===== src/rtl/onehot_reg_file.sv =====
// 32 x WIDTH register file written through a one-hot enable, with index encoding, written bitmap and multi-hot error.
// Optional macro RF_WRITE_FORWARD_EN adds same-cycle write-through to both read ports.
module onehot_reg_file #(
    parameter int WIDTH = 32,
    parameter int DEPTH = 32
) (
    input  logic                     clk,
    input  logic                     reset_n,
    input  logic [DEPTH-1:0]         we_onehot,
    input  logic [WIDTH-1:0]         wd,
    input  logic [$clog2(DEPTH)-1:0] ra1,
    input  logic [$clog2(DEPTH)-1:0] ra2,
    output logic [WIDTH-1:0]         rd1,
    output logic [WIDTH-1:0]         rd2,
    output logic [$clog2(DEPTH)-1:0] last_wa,
    output logic [DEPTH-1:0]         written,
    output logic                     enc_err
);

    localparam int AW = $clog2(DEPTH);

    logic [WIDTH-1:0] regs [DEPTH];
    logic [AW-1:0]    enc_idx;
    logic             we_any;
    logic             multi_hot;
    logic             we_valid;

    // Popcount check kept apart from the encoder: clearing the lowest set bit leaves zero only for one-hot.
    assign we_any    = |we_onehot;
    assign multi_hot = |(we_onehot & (we_onehot - DEPTH'(1)));
    assign we_valid  = we_any && !multi_hot;

    // NOTE: every always_comb output gets a default first so no path leaves it unassigned (no latch).
    always_comb begin
        enc_idx = '0;
        for (int i = 0; i < DEPTH; i++) begin
            enc_idx = enc_idx | (we_onehot[i] ? AW'(i) : '0);
        end
    end

    // NOTE: the array is in the reset branch because reset must clear every register; state uses <= only.
    always_ff @(posedge clk or negedge reset_n) begin
        if (!reset_n) begin
            for (int i = 0; i < DEPTH; i++) begin
                regs[i] <= '0;
            end
            last_wa <= '0;
            written <= '0;
            enc_err <= 1'b0;
        end else begin
            if (multi_hot) begin
                enc_err <= 1'b1;
            end else if (we_valid) begin
                last_wa          <= enc_idx;
                written[enc_idx] <= 1'b1;
                // Register 0 is hardwired: accepted as a write but never stored.
                for (int i = 1; i < DEPTH; i++) begin
                    if (we_onehot[i]) begin
                        regs[i] <= wd;
                    end
                end
            end
        end
    end

    always_comb begin
        rd1 = regs[ra1];
`ifdef RF_WRITE_FORWARD_EN
        if (we_valid && we_onehot[ra1] && (ra1 != '0)) begin
            rd1 = wd;
        end
`endif
    end

    always_comb begin
        rd2 = regs[ra2];
`ifdef RF_WRITE_FORWARD_EN
        if (we_valid && we_onehot[ra2] && (ra2 != '0)) begin
            rd2 = wd;
        end
`endif
    end

endmodule


===== config.mk =====
export PLATFORM = sky130hd
export DESIGN_NAME = onehot_reg_file
export DESIGN_NICKNAME = d
export VERILOG_FILES = /design/src/rtl/onehot_reg_file.sv
export SDC_FILE = /design/constraint.sdc
export NUM_CORES = 2
export LEC_CHECK = 0
export ABC_CLOCK_PERIOD_IN_PS = 4680
export BUFFER_PORTS_ARGS = -buffer_cell sky130_fd_sc_hd__buf_2
export CAP_MARGIN = 20
export CORE_MARGIN = 2
export CORE_UTILIZATION = 55
export DETAILED_ROUTE_END_ITERATION = 16
export GPL_ROUTABILITY_DRIVEN = 0
export PLACE_DENSITY_LB_ADDON = 0.15
export SKIP_LAST_GASP = 1
export SLEW_MARGIN = 20
export SYNTH_ARGS = -nofsm -noshare
export SYNTH_HDL_FRONTEND = slang
export SYNTH_SLANG_ARGS = --single-unit

===== constraint.sdc =====
create_clock -name clk -period 4.68 [get_ports clk]
set_input_delay 0.468 -clock clk [delete_from_list [all_inputs] [get_ports clk]]
set_output_delay 0.468 -clock clk [all_outputs]
set_load 0.005 [all_outputs]

==> summary.txt <==
Status
  – Outcome: complete, no violations

Synth
  – Synth Warn #: 32
  – Syn Std Cell Area: approximately 55000 sq um
  – Post-synth cell types: 52
  – Post-synth net total: 3436
  – Synth top area share: 46.6%
  – Top cells by area, synth: dfrtp_1 (47%), mux4_2 (23%), mux2_2 (21%), mux2_1 (1.4%), buf_4 (1.1%)
  – Number of synthesized flops with an enable pin: 0
  – Post-Synthesis Cells: between 3000 and 4000
  – Dominant synthesized flop cell: dfrtp_1
  – Yosys reg bits: 1030
  – Dominant cell by count in the synthesized netlist: mux2_2
  – Post-synth top area cell: dfrtp_1
  – Register area share after synthesis: ~47%
  – Ys async rst share: 100%
  – Synth top cells by count: mux2_2 (1054), dfrtp_1 (1030), mux4_2 (576), clkbuf_1 (162), buf_1 (93)
  – Syn Area/Cell: 16.5 sq um

Power and ir drop
  – Clk pwr share: 47.7%
  – Sw Pwr: 4.48 mW
  – Pwr per Cell Area: just over 300 nW/um^2
  – Comb power frac: 5.6%
  – Static leakage: 28.6 nW
  – VDD IR-drop max: 0.000259 V
  – Pwr Total: 19.0 mW
  – Cell internal pwr: between 10 and 15 mW
  – Sequential share of power: about 47%
  – Switch share: around a quarter

Min path
  – HP Class: input port to register

Global route
  – Vias in the first global route: 36600
  – Grt total ovfl: 0
  – Global-route wire length before repair: between 200000 and 250000 um
  – Pin count of the biggest net entering global routing: 127
  – GRT Resource Usage Total: 31.5%
  – Initial antenna violation count: 6

Layout
  – Multi-input gate area: 27800 sq um
  – Area Growth Syn to Fin: 11.0%
  – Filler cell count: 7175
  – Share of cells above drive strength 1: 61.9%
  – Final core occ: roughly 60%
  – Sequential cell area: 25800 sq um
  – Final #Nets: 3478

Die
  – Die width: 321 um
  – Initial Util: 55.4%
  – Core Area: 99900 sq um
  – Num ports: 178
  – Die height: 321 um
  – Die Area: 103000 sq um
  – Row Count: around 120

Drt
  – Via Count: 33500
  – Drt first pass iters: 8
  – Vias/cell: 6.97
  – Avg WL per Cell: 33.1 um
  – DR DRC count: 0
  – Post-route ant nets: 0
  – Post-Route WL: 159000 um
  – Initial DRC Count: 2931

CTS
  – CTS Buf Count: 112
  – H-tree depth: 3
  – Clock Path Buffers: 3
  – CTS Sinks: 1030
  – Worst-Skew Late Latency: approximately 0.69 ns
  – Root Driver: clkbuf_16
  – CTS clk-pin slew, worst paths: roughly 0.06 ns
  – Post-CTS Setup Bufs: 0
  – CTS tree: done

Timing
  – Max-slew headroom: 26.8%
  – Worst slew pin tran: 1.10 ns
  – Max Slew Vio Count: 0
  – Tcrit/Tclk final: 79.3%
  – Max Clk Rate: 269 MHz
  – Setup violators final: 0
  – Final Hold Vio Count: 0
  – Fin crit period: 3.71 ns
  – RSZ-0062 raised after global routing: false
  – Setup TNS: 0 ns
  – Worst Skew: 0 ns

Placement
  – Final HPWL DP: around 92000 um
  – # port buffers: 177

Critical path
  – WP data arrival: 3.24 ns
  – RR Endpoint: enc_err$_DFFE_PN0P_
  – Critical Path Start: ra1[0]
  – Reg-to-reg slack, setup: 3.79 ns
  – CP Class: input port to output pin
  – Critical Path End Type: output pin
  – CP required: 4.21 ns
  – Worst Reg-to-Reg Cells: 1
  – Worst r2r src: enc_err$_DFFE_PN0P_
  – Worst Setup Start Kind: input port
  – Critical path destination: rd1[29]
  – CP Max Fanout: 60

Flow run
  – Max Cap Viol: 0
## per-layer routing
metal	track usage, %	vias to the layer above	wire (um)
li1	-	13300	-
met1	42.5	18500	64000
met4	11.6	2	5720
met3	4.80	354	9210
met2	52.3	1266	79700
met5	0	-	19
## through the flow
| step | hold WS, ns | instances | worst slack [ns] | cell area (sq um) |
|---|---|---|---|---|
| after detailed placement | 0.447 | 4585 | 0.467 | 57600 |
| after CTS | 0.285 | 4796 | 0.890 | 61400 |
| after floorplan | 0.172 | 3360 | 1.35 | 55300 |
| after global routing | 0.326 | 4800 | 0.804 | 61400 |
| after global placement | 0.438 | 4584 | 0.450 | 57600 |
| final | 0.346 | 4800 | 0.968 | 61400 |
## power by group through the flow
stage	sequential [mW]	clock, mW	combinational [mW]
4_1_cts	8.91	9.23	1.07
6_report	8.91	9.08	1.06
3_5_place_dp	9.07	0	1.07
5_1_grt	8.90	9.62	1.14
3_3_place_gp	9.07	0	1.05
2_1_floorplan	9.07	0	0.553
## final cells by class
cell class	instances	area share, %
inverters	28	0.171
repair buffers	284	3.78
diodes	4	0.0163
clock buffers	173	5.46
multi-input cells	1946	45.2
well taps	1298	2.64
clock inverters	37	0.715
flip-flops and latches	1030	42.0
## flip-flops by register name (all words and copies together) (netlist names)
signal / flops
enc_err: 1
regs: 992
last_wa: 5
written: 32
## timing repair
item | CTS | global route
hold buffers | 1 | 0
endpoints found under the hold margin | 83 | 0
gates resized for setup | 0 | 0
## critical path, stage by stage
cell	delay (ns)
buf_8	0.56
buf_4	0.57
mux4_2	0.59
mux4_2	0.46
mux2_2	0.34
buf_2	0.16
## worst min path at each step
stage	start	to	cells after the start
3_3_place_gp	written[0]$_DFFE_PN0P_	written[0]$_DFFE_PN0P_	1
4_1_cts	we_onehot[26]	regs[190]$_DFFE_PN0P_	4
2_1_floorplan	reset_n	enc_err$_DFFE_PN0P_	0
3_5_place_dp	written[15]$_DFFE_PN0P_	written[15]$_DFFE_PN0P_	1
5_1_grt	we_onehot[26]	regs[190]$_DFFE_PN0P_	4
6_report	we_onehot[26]	regs[190]$_DFFE_PN0P_	4
## cells in the final DEF, fill, tap and decap left out, types with 3 or more instances in the layout
| master | count |
|---|---|
| mux4_2 | 576 |
| nor3_4 | 26 |
| clkinv_2 | 22 |
| nor2_1 | 12 |
| nand4_1 | 3 |
| inv_1 | 28 |
| clkbuf_1 | 31 |
| nand3_1 | 5 |
| clkbuf_8 | 28 |
| buf_8 | 5 |
| nand2_1 | 13 |
| and2_1 | 3 |
| nor4b_4 | 3 |
| mux2_1 | 70 |
| buf_12 | 45 |
| nor4_4 | 3 |
| clkbuf_16 | 114 |
| o21ai_0 | 6 |
| nor4_2 | 3 |
| nor3_1 | 11 |
| or4_1 | 10 |
| diode_2 | 4 |
| mux2_2 | 1054 |
| o41ai_1 | 5 |
| or2_2 | 8 |
| buf_2 | 168 |
| a21oi_1 | 4 |
| dfrtp_1 | 1030 |
| a31o_2 | 22 |
| bufinv_16 | 8 |
| a22o_1 | 62 |
| a31oi_1 | 3 |
| or3_1 | 6 |
| buf_4 | 63 |
| nor4_1 | 9 |
## cell families after synthesis
group | count (synthesis) | share of synthesized area (%)
flip-flops | 1030 | 46.6
AO/OA/AOI/OAI | 116 | 1.77
buffers and inverters | 384 | 3.22
adder cells (fa/ha/maj) | 1 | 0.0181
AND/OR/NAND/NOR | 129 | 2.05
multiplexers | 1700 | 46.3
Note: power is estimated with default switching activity, not from simulation.
